`config.mk`:
```
export PLATFORM = sky130hd
export DESIGN_NAME = memory_stage
export DESIGN_NICKNAME = d
export VERILOG_FILES = /design/src/rtl/memory_stage.sv
export SDC_FILE = /design/constraint.sdc
export NUM_CORES = 1
export LEC_CHECK = 0
export BUFFER_PORTS_ARGS = -buffer_cell sky130_fd_sc_hd__buf_2
export CORE_UTILIZATION = 40
export CTS_CLUSTER_SIZE = 12
export DETAILED_ROUTE_END_ITERATION = 7
export PLACE_DENSITY = 0.65
export SLEW_MARGIN = 20
export SYNTH_ARGS = -nofsm -noshare
export SYNTH_HDL_FRONTEND = slang
export SYNTH_SLANG_ARGS = --single-unit
```
`constraint.sdc`:
```
create_clock -name clk -period 4.2 [get_ports clk]
set_input_delay 0.84 -clock clk [delete_from_list [all_inputs] [get_ports clk]]
set_output_delay 0.84 -clock clk [all_outputs]
set_load 0.005 [all_outputs]
```
`src/rtl/memory_stage.sv`:
```
// MEM stage of the uDLX pipeline: drives data memory over a req/ack handshake and registers MEM/WB.
// Optional MEM_TIMEOUT_EN adds an ack-wait timeout with a sticky mem_err_out flag.
module memory_stage #(
  parameter int unsigned PC_WIDTH       = 20,
  parameter int unsigned DATA_WIDTH     = 32,
  parameter int unsigned REG_ADDR_WIDTH = 5,
  parameter int unsigned ADDR_WIDTH     = 16,
  parameter int unsigned TIMEOUT_CYCLES = 15
) (
  input  logic                      clk,
  input  logic                      rst_n,
  input  logic                      mem_data_rd_en_in,
  input  logic                      mem_data_wr_en_in,
  input  logic [DATA_WIDTH-1:0]     mem_data_in,
  input  logic [DATA_WIDTH-1:0]     alu_data_in,
  input  logic                      reg_wr_en_in,
  input  logic [REG_ADDR_WIDTH-1:0] reg_wr_addr_in,
  input  logic                      write_back_mux_sel_in,
  input  logic                      select_new_pc_in,
  input  logic [PC_WIDTH-1:0]       new_pc_in,
  input  logic                      dmem_ack,
  input  logic [DATA_WIDTH-1:0]     dmem_rdata,
  output logic                      dmem_req,
  output logic                      dmem_we,
  output logic [ADDR_WIDTH-1:0]     dmem_addr,
  output logic [DATA_WIDTH-1:0]     dmem_wdata,
  output logic                      stall_out,
  output logic                      wb_reg_wr_en_out,
  output logic [REG_ADDR_WIDTH-1:0] wb_reg_wr_addr_out,
  output logic                      wb_write_back_mux_sel_out,
  output logic [DATA_WIDTH-1:0]     wb_mem_data_out,
  output logic [DATA_WIDTH-1:0]     wb_alu_data_out,
  output logic                      select_new_pc_out,
  output logic [PC_WIDTH-1:0]       new_pc_out
`ifdef MEM_TIMEOUT_EN
  ,
  output logic                      mem_err_out
`endif
);

  typedef enum logic {ST_IDLE, ST_WAIT} state_t;

  state_t                      state_q, state_d;
  logic                        hold_load_q, hold_load_d;
  logic                        hold_rwe_q, hold_rwe_d;
  logic [REG_ADDR_WIDTH-1:0]   hold_ra_q, hold_ra_d;
  logic                        hold_sel_q, hold_sel_d;
  logic [DATA_WIDTH-1:0]       hold_alu_q, hold_alu_d;
  logic                        hold_spc_q, hold_spc_d;
  logic [PC_WIDTH-1:0]         hold_npc_q, hold_npc_d;
  logic                        req_q, req_d;
  logic                        we_q, we_d;
  logic [ADDR_WIDTH-1:0]       addr_q, addr_d;
  logic [DATA_WIDTH-1:0]       wdata_q, wdata_d;
  logic                        wb_en_q, wb_en_d;
  logic [REG_ADDR_WIDTH-1:0]   wb_ra_q, wb_ra_d;
  logic                        wb_sel_q, wb_sel_d;
  logic [DATA_WIDTH-1:0]       wb_mem_q, wb_mem_d;
  logic [DATA_WIDTH-1:0]       wb_alu_q, wb_alu_d;
  logic                        spc_q, spc_d;
  logic [PC_WIDTH-1:0]         npc_q, npc_d;
  logic                        access, timeout, commit;

`ifdef MEM_TIMEOUT_EN
  localparam logic [7:0] TO_LAST = 8'(TIMEOUT_CYCLES - 1);
  logic [7:0] cnt_q, cnt_d;
  logic       err_q, err_d;
  assign timeout     = (state_q == ST_WAIT) && (cnt_q == TO_LAST) && !dmem_ack;
  assign mem_err_out = err_q;
`else
  assign timeout = 1'b0;
`endif

  assign access    = mem_data_rd_en_in | mem_data_wr_en_in;
  assign commit    = (state_q == ST_WAIT) && (dmem_ack || timeout);
  assign stall_out = ((state_q == ST_IDLE) && access) || ((state_q == ST_WAIT) && !commit);

  // Next-state and pipe-register update.
  always_comb begin
    state_d     = state_q;
    hold_load_d = hold_load_q;
    hold_rwe_d  = hold_rwe_q;
    hold_ra_d   = hold_ra_q;
    hold_sel_d  = hold_sel_q;
    hold_alu_d  = hold_alu_q;
    hold_spc_d  = hold_spc_q;
    hold_npc_d  = hold_npc_q;
    req_d       = req_q;
    we_d        = we_q;
    addr_d      = addr_q;
    wdata_d     = wdata_q;
    wb_en_d     = wb_en_q;
    wb_ra_d     = wb_ra_q;
    wb_sel_d    = wb_sel_q;
    wb_mem_d    = wb_mem_q;
    wb_alu_d    = wb_alu_q;
    spc_d       = spc_q;
    npc_d       = npc_q;
`ifdef MEM_TIMEOUT_EN
    cnt_d       = cnt_q;
    err_d       = err_q;
`endif
    case (state_q)
      ST_IDLE: begin
        if (access) begin
          state_d     = ST_WAIT;
          hold_load_d = mem_data_rd_en_in & ~mem_data_wr_en_in;
          hold_rwe_d  = reg_wr_en_in;
          hold_ra_d   = reg_wr_addr_in;
          hold_sel_d  = write_back_mux_sel_in;
          hold_alu_d  = alu_data_in;
          hold_spc_d  = select_new_pc_in;
          hold_npc_d  = new_pc_in;
          req_d       = 1'b1;
          we_d        = mem_data_wr_en_in;
          addr_d      = alu_data_in[ADDR_WIDTH+1:2];
          wdata_d     = mem_data_in;
          wb_en_d     = 1'b0;
          spc_d       = 1'b0;
`ifdef MEM_TIMEOUT_EN
          cnt_d       = 8'd0;
`endif
        end else begin
          wb_en_d  = reg_wr_en_in;
          wb_ra_d  = reg_wr_addr_in;
          wb_sel_d = write_back_mux_sel_in;
          wb_mem_d = '0;
          wb_alu_d = alu_data_in;
          spc_d    = select_new_pc_in;
          npc_d    = new_pc_in;
        end
      end
      ST_WAIT: begin
        if (commit) begin
          // A timed-out access still retires its slot but never writes the register file.
          state_d  = ST_IDLE;
          req_d    = 1'b0;
          wb_en_d  = hold_rwe_q & dmem_ack;
          wb_ra_d  = hold_ra_q;
          wb_sel_d = hold_sel_q;
          wb_mem_d = (hold_load_q && dmem_ack) ? dmem_rdata : '0;
          wb_alu_d = hold_alu_q;
          spc_d    = hold_spc_q;
          npc_d    = hold_npc_q;
`ifdef MEM_TIMEOUT_EN
          if (!dmem_ack) err_d = 1'b1;
`endif
        end else begin
          wb_en_d = 1'b0;
          spc_d   = 1'b0;
`ifdef MEM_TIMEOUT_EN
          cnt_d   = cnt_q + 8'd1;
`endif
        end
      end
      default: state_d = ST_IDLE;
    endcase
  end

  always_ff @(posedge clk or negedge rst_n) begin
    if (!rst_n) begin
      state_q     <= ST_IDLE;
      hold_load_q <= 1'b0;
      hold_rwe_q  <= 1'b0;
      hold_ra_q   <= '0;
      hold_sel_q  <= 1'b0;
      hold_alu_q  <= '0;
      hold_spc_q  <= 1'b0;
      hold_npc_q  <= '0;
      req_q       <= 1'b0;
      we_q        <= 1'b0;
      addr_q      <= '0;
      wdata_q     <= '0;
      wb_en_q     <= 1'b0;
      wb_ra_q     <= '0;
      wb_sel_q    <= 1'b0;
      wb_mem_q    <= '0;
      wb_alu_q    <= '0;
      spc_q       <= 1'b0;
      npc_q       <= '0;
`ifdef MEM_TIMEOUT_EN
      cnt_q       <= 8'd0;
      err_q       <= 1'b0;
`endif
    end else begin
      state_q     <= state_d;
      hold_load_q <= hold_load_d;
      hold_rwe_q  <= hold_rwe_d;
      hold_ra_q   <= hold_ra_d;
      hold_sel_q  <= hold_sel_d;
      hold_alu_q  <= hold_alu_d;
      hold_spc_q  <= hold_spc_d;
      hold_npc_q  <= hold_npc_d;
      req_q       <= req_d;
      we_q        <= we_d;
      addr_q      <= addr_d;
      wdata_q     <= wdata_d;
      wb_en_q     <= wb_en_d;
      wb_ra_q     <= wb_ra_d;
      wb_sel_q    <= wb_sel_d;
      wb_mem_q    <= wb_mem_d;
      wb_alu_q    <= wb_alu_d;
      spc_q       <= spc_d;
      npc_q       <= npc_d;
`ifdef MEM_TIMEOUT_EN
      cnt_q       <= cnt_d;
      err_q       <= err_d;
`endif
    end
  end

  assign dmem_req                  = req_q;
  assign dmem_we                   = we_q;
  assign dmem_addr                 = addr_q;
  assign dmem_wdata                = wdata_q;
  assign wb_reg_wr_en_out          = wb_en_q;
  assign wb_reg_wr_addr_out        = wb_ra_q;
  assign wb_write_back_mux_sel_out = wb_sel_q;
  assign wb_mem_data_out           = wb_mem_q;
  assign wb_alu_data_out           = wb_alu_q;
  assign select_new_pc_out         = spc_q;
  assign new_pc_out                = npc_q;

endmodule
```
==> results.md, run 1 <==
- Status: complete, no violations
- Clock power share: 0.311
- Post-synth EDFFs: 0
- Adder-Cell Fraction of Synth Area: 0
- Routed vias: 6120
- Combinational share of power: 0.236
- Largest family of logic cells by synthesized area: compound AO/OA/AOI/OAI gates
- P_int: about 3.8 mW
- R2R cell count: 4
- Final Critical Period: 2810 ps
- Period utilisation layout: 0.669
- Post-synth ARST share: 1.00
- RSZ-0062 raised after global routing: false
- Crit path DAT: 1970 ps
- Cell row count: 52
- Yosys reg bits: ~190
- Yosys cell types: 21
- R2R Setup Slk: 1830 ps
- Pre-Repair DR Iteration Count: 4
- Clk_lat worst skew: approximately 420 ps
- Critical path startpoint category: register
- Ys flop type: dfrtp_1
- PortBufs: approximately 270
- Vias in the first global route: 6159
- Average cell area after synthesis: 13.1 sq um
- PwrDens: 521 nW/um^2
- CTS clock-pin slew for the worst setup and hold paths: about 80 ps
- Register area share after synthesis: 0.560
- Fin. max-slew vios: 0
- Largest net degree at the start of global routing: 101
- Critical path type: reg2out
- WL final: 20800 um
- Vias per inst: 5.34
- Final Hold Fails: 0
- IO Count: 272
- Mapped Nets: 771
- Seq pwr share: 0.453
- H-tree Lvls: 4
- Final Skew: ~9 ps
- Crit path max fanout: 49
- Detail Route Antenna Nets: 0
- Switching part of the total power: 0.293
- Compound-Gate Fraction of Synth Area: 0.181
- Mapped Area: 8390 sq um
- First-pass GRT wire length: 33000 um
- Worst slew pin tran: 973 ps
- GRT Util Overall: 0.195
- Initial Utilization: 0.411
- Fin cells: 1146
- CP required: 3360 ps
- Mux cell area share after synthesis: 0.126
- Routed len/inst: 18.1 um
- Nets: a little under 1k
- DR DRC count: 0
- Pleak: 4.77 nW
- TNS Setup: 0 ps
- Area Growth Syn to Fin: 23.2%
- Yosys Warn Count: 0
- Max Cap Violations: 0
- Reg2reg end: wb_mem_data_out[4]$_DFFE_PN0P_
- Largest cells by area after synthesis: dfrtp_1 56%, mux2_2 12%, a221oi_2 10%
- Crit path capture type: output port
- Cts hold-fix bufs: 0
- Mapped Cells: 642
- Final setup vio count: 0
- Peak supply drop: 288 uV
- Slew HR: 0.351
- Share of cells above drive strength 1: 0.538
- Initial antenna violation count: 1
- Synth Area in XOR/XNOR: 0
- Number of gates resized after CTS: 0
- Synth top area share: 0.560
- Core Region: 20400 sq um
- Synth Area in Simple Gates: 0.0470
- Post-CTS setup buffer count: 0
- Sw power: between 1.5 and 2 mW
- Die area: 21600 sq um
- Type of the worst min-delay path: in2async
- Largest area contributor in the netlist: dfrtp_1
- R2R Path Start: state_q$_DFF_PN0_
- GR Overflow Total: 0
- Detailed Place HPWL: 13000 um
- CTS Buf Count: 17
- Fmax: 0.356 GHz
- Sink Count: ~190
- CTS tree: yes
- Violation count after the first detailed-routing iteration: 216
- Setup crit start: state_q$_DFF_PN0_
- Clk root buf: clkbuf_16
- Clk buf depth: 2
- Die Ht: 147 um
- Routability cong.: approximately 0.72
- Die X: 147 um
- Cells after DPL: 1113
[routing by layer]
layer | wire length [um] | global-route usage | part of all wire | vias up
li1 | - | - | - | 2831
met5 | 0 | 0 | 0 | -
met4 | 318 | 0.0630 | 0.015 | 0
met2 | 9990 | 0.318 | 0.48 | 206
met3 | 1310 | 0.0460 | 0.063 | 22
met1 | 9150 | 0.257 | 0.44 | 3061
[cells by family after synthesis]
| group | count (synthesis) |
|---|---|
| buffers and inverters | 144 |
| multiplexers | 94 |
| AND/OR/NAND/NOR | 64 |
| flip-flops | 188 |
| AO/OA/AOI/OAI | 152 |
[how the worst max path moves through the flow]
stage,to,slack (ps)
2_1_floorplan,stall_out,1770
3_3_place_gp,wb_alu_data_out[28]$_DFFE_PN0P_,1300
3_5_place_dp,wb_alu_data_out[21]$_DFFE_PN0P_,1320
4_1_cts,stall_out,1350
5_1_grt,stall_out,1280
6_report,stall_out,1390
[cell type report]
| cell class | count | area (sq um) |
|---|---|---|
| fill | 1887 | 10100 |
| tap | 270 | 338 |
| sequential | 188 | 4710 |
| antenna | 1 | 2.50 |
| clock inverter | 12 | 149 |
| timing repair buffer | 285 | 1480 |
| inverter | 60 | 225 |
| clock buffer | 20 | 457 |
| multi-input combinational | 310 | 2980 |
[metrics by stage]
stage / hold WS (ps) / power, mW / util / area (sq um) / setup WS [ps]
final: 459 / 5.39 / 0.506 / 10300 / 1390
after global routing: 516 / 5.69 / 0.506 / 10300 / 1280
after CTS: 491 / 5.46 / 0.506 / 10300 / 1350
after detailed placement: 475 / 3.76 / 0.477 / 9740 / 1320
after global placement: 465 / 3.73 / 0.477 / 9740 / 1300
after floorplan: 461 / 3.23 / - / 8390 / 1770
[flip-flops by register name, summed over array words and instances, names as in the netlist, 5 cells and up]
signal,count
dmem_wdata,32
hold_ra_q,5
hold_npc_q,20
wb_reg_wr_addr_out,5
wb_mem_data_out,32
wb_alu_data_out,32
new_pc_out,20
hold_alu_q,32
[Yosys cell counts, drive strengths merged (2+ instances only)]
cell / n
clkbuf: 29
a32o: 32
a221oi: 58
inv: 60
dfrtp: 188
nor4: 58
buf: 55
a22o: 2
a21oi: 59
mux2: 93
[power groups by stage]
| stage | logic (mW) | registers (mW) | clock network [mW] |
|---|---|---|---|
| CTS | 1.29 | 2.45 | 1.72 |
| detailed placement | 1.29 | 2.48 | 0 |
| global route | 1.39 | 2.50 | 1.79 |
| finish | 1.27 | 2.44 | 1.67 |
| global placement | 1.27 | 2.47 | 0 |
| floorplan | 0.771 | 2.46 | 0 |
[worst max-delay path: stages, from the launching register on]
cell,delay (ps)
dfrtp_4,760
and2_4,510
nor2_1,100
buf_2,140
[cell usage in the layout (no fill, tap or decap), types with 2 or more instances in the layout]
cell,count
clkbuf_16,17
bufinv_16,2
clkinvlp_4,3
a221oi_2,58
inv_1,60
nor4_1,58
dfrtp_1,187
buf_2,270
a32o_1,32
clkbuf_8,3
mux2_2,93
a22o_1,2
inv_8,2
inv_6,5
a21oi_1,59
buf_4,13
(Power assumes the default switching activity.)
==> inputs of run 2 (changes only) <==
ABC_AREA = 1   (was unset)
PLACE_DENSITY = 0.68   (was 0.65)
clock period = 2.4 ns   (was 4.2 ns; I/O delays follow)
==> results.md, run 2 <==
- Seq pwr share: 0.463
- P_int: between 6 and 7 mW
- Routability cong.: 0.740
- Sink Count: 188
- CP required: 1920 ps
- Clock power share: 0.329
- R2R Path Start: state_q$_DFF_PN0_
- Most frequent cells in the layout: 400 x nand2_1, 270 x buf_2, 187 x dfrtp_1
- Core Region: 19600 sq um
- Die area: 20600 sq um
- Clk root buf: clkbuf_16
- Mapped Cells: 950
- Worst path slowest cell: dfrtp_4
- Vias per inst: 4.68
- Commonest cells post-synth: 400 x nand2_1, 188 x dfrtp_1, 114 x o21ai_0, 90 x nand3_1, 63 x inv_1
- Number of gates resized after CTS: 0
- Sw power: 2.65 mW
- Initial antenna violation count: 0
- IO Count: 272
- Buf/Inv on CP: 3
- Crit path max fanout: 4
- Dpl cell area: about 9500 sq um
- Post-CTS setup buffer count: 0
- Largest cells by area after synthesis: dfrtp_1 59%, nand2_1 19%, o21ai_0 7.1%
- Detail Route Antenna Nets: 0
- Cts hold-fix bufs: 0
- Largest area contributor in the netlist: dfrtp_1
- Cell row count: roughly 50
- Worst slew pin tran: 564 ps
- Routed len/inst: 13.4 um
- Vias in the first global route: around 6.4k
- WL final: 19600 um
- PortBufs: 271
- CP cell instances: inv_2, nand2_4, nand2_2, inv_1, buf_2
- Ys flop type: dfrtp_1
- Switching part of the total power: 0.292
- RSZ-0062 raised after global routing: false
- Final Skew: 8.28 ps
- Largest net degree at the start of global routing: 117
- Final instance area: 10100 sq um
- Clk buf depth: 2
- Mapped Area: 8020 sq um
- Die Ht: 144 um
- Final Hold Fails: 0
- Mapped Nets: 1079
- Violation count after the first detailed-routing iteration: 314
- Final Critical Period: between 1500 and 2000 ps
- Max Cap Violations: 0
- Average cell area after synthesis: 8.44 sq um
- Die X: 144 um
- Inserted Diodes: 0
- Most common cell after layout, fill and taps aside: nand2_1
- Crit path capture type: output port
- CTS Buf Count: 17
- Final setup vio count: 0
- Crit path DAT: 1410 ps
- Yosys Warn Count: 0
- Post-synth EDFFs: 0
- Detailed Place HPWL: 13100 um
- Design Power: between 9 and 10 mW
- Share of cells above drive strength 1: 0.274
- Slew HR: 0.624
- Initial Utilization: 0.409
- Status: complete, no violations
- Yosys cell types: 16
- GR Overflow Total: 0
- Routed vias: 6821
- Critical path startpoint category: register
- Fmax: 0.528 GHz
- Reg2reg end: wb_alu_data_out[14]$_DFFE_PN0P_
- R2R Setup Slk: 910 ps
- CP top delay family: flip-flops
- Combinational share of power: 0.208
- Type of the worst min-delay path: in2async
- Register area share after synthesis: 0.587
- Pleak: 5.80 nW
- Max incr delay on CP: 520 ps
- Nets: 1309
- CTS clock-pin slew for the worst setup and hold paths: 70 ps
- Pre-CTS setup slack: 651 ps
- Post-synth ARST share: 1.00
- Critical path type: reg2out
- Synth top area share: 0.587
- Final worst setup slack: between 500 and 600 ps
- Clk_lat worst skew: 420 ps
- H-tree Lvls: 4
- GRT Util Overall: 0.196
- Fin. max-slew vios: 0
- DR DRC count: 0
- Area Growth Syn to Fin: 26.1%
- Peak supply drop: 464 uV
- Pre-Repair DR Iteration Count: 4
- Period utilisation layout: 0.788
- CTS tree: yes
- Cell with the most instances after synthesis: nand2_1
- R2R cell count: 6
- First-pass GRT wire length: 31800 um
- PwrDens: about 900 nW/um^2
- TNS Setup: 0 ps
- Yosys reg bits: 188
==> run 2: cell type report <==
cell class / instances / area [sq um]
Fill cell: 1904 / 9480
Sequential cell: 188 / 4710
Multi-Input combinational cell: 620 / 2630
Timing Repair Buffer: 289 / 1590
Clock buffer: 19 / 433
Tap cell: 265 / 332
Inverter: 64 / 240
Clock inverter: 13 / 185
==> run 2: cells by family after synthesis <==
| kind of cell | share of synthesized area |
|---|---|
| AOI/OAI and AO/OA | 0.0766 |
| buffers and inverters | 0.0881 |
| DFF | 0.587 |
| and+or+nand+nor | 0.249 |
==> run 2: worst max-delay path by stage <==
stage | depth (start not counted) | slack [ps] | startpoint | endpoint
detailed placement | 7 | 650 | mem_data_wr_en_in | new_pc_out[15]$_DFFE_PN0P_
floorplan | 6 | 780 | mem_data_rd_en_in | stall_out
global placement | 6 | 670 | mem_data_wr_en_in | stall_out
global route | 4 | 420 | state_q$_DFF_PN0_ | stall_out
CTS | 4 | 470 | state_q$_DFF_PN0_ | stall_out
finish | 5 | 510 | state_q$_DFF_PN0_ | stall_out
==> run 2: layer usage <==
| metal | part of all wire | global-route usage | up-vias |
|---|---|---|---|
| met5 | 0 | 0 | - |
| met4 | 0.0083 | 0.0521 | 0 |
| met3 | 0.076 | 0.0533 | 14 |
| met2 | 0.47 | 0.316 | 225 |
| met1 | 0.44 | 0.260 | 3169 |
| li1 | - | - | 3413 |
==> run 2: through the flow <==
stage | utilization | hold slack (ps) | instances
6_report | 0.516 | 58.5 | 1458
2_1_floorplan | - | 184 | 950
4_1_cts | 0.516 | 73.9 | 1458
3_5_place_dp | 0.485 | 460 | 1426
3_3_place_gp | 0.485 | 457 | 1426
5_1_grt | 0.516 | 98.7 | 1458
==> run 2: power groups by stage <==
stage / sequential (mW) / combinational (mW) / clock (mW)
after floorplan: 4.25 / 1.03 / 0
after global routing: 4.29 / 2.19 / 3.18
after CTS: 4.20 / 1.93 / 3.06
after detailed placement: 4.25 / 1.92 / 0
after global placement: 4.24 / 1.88 / 0
final: 4.20 / 1.88 / 2.98
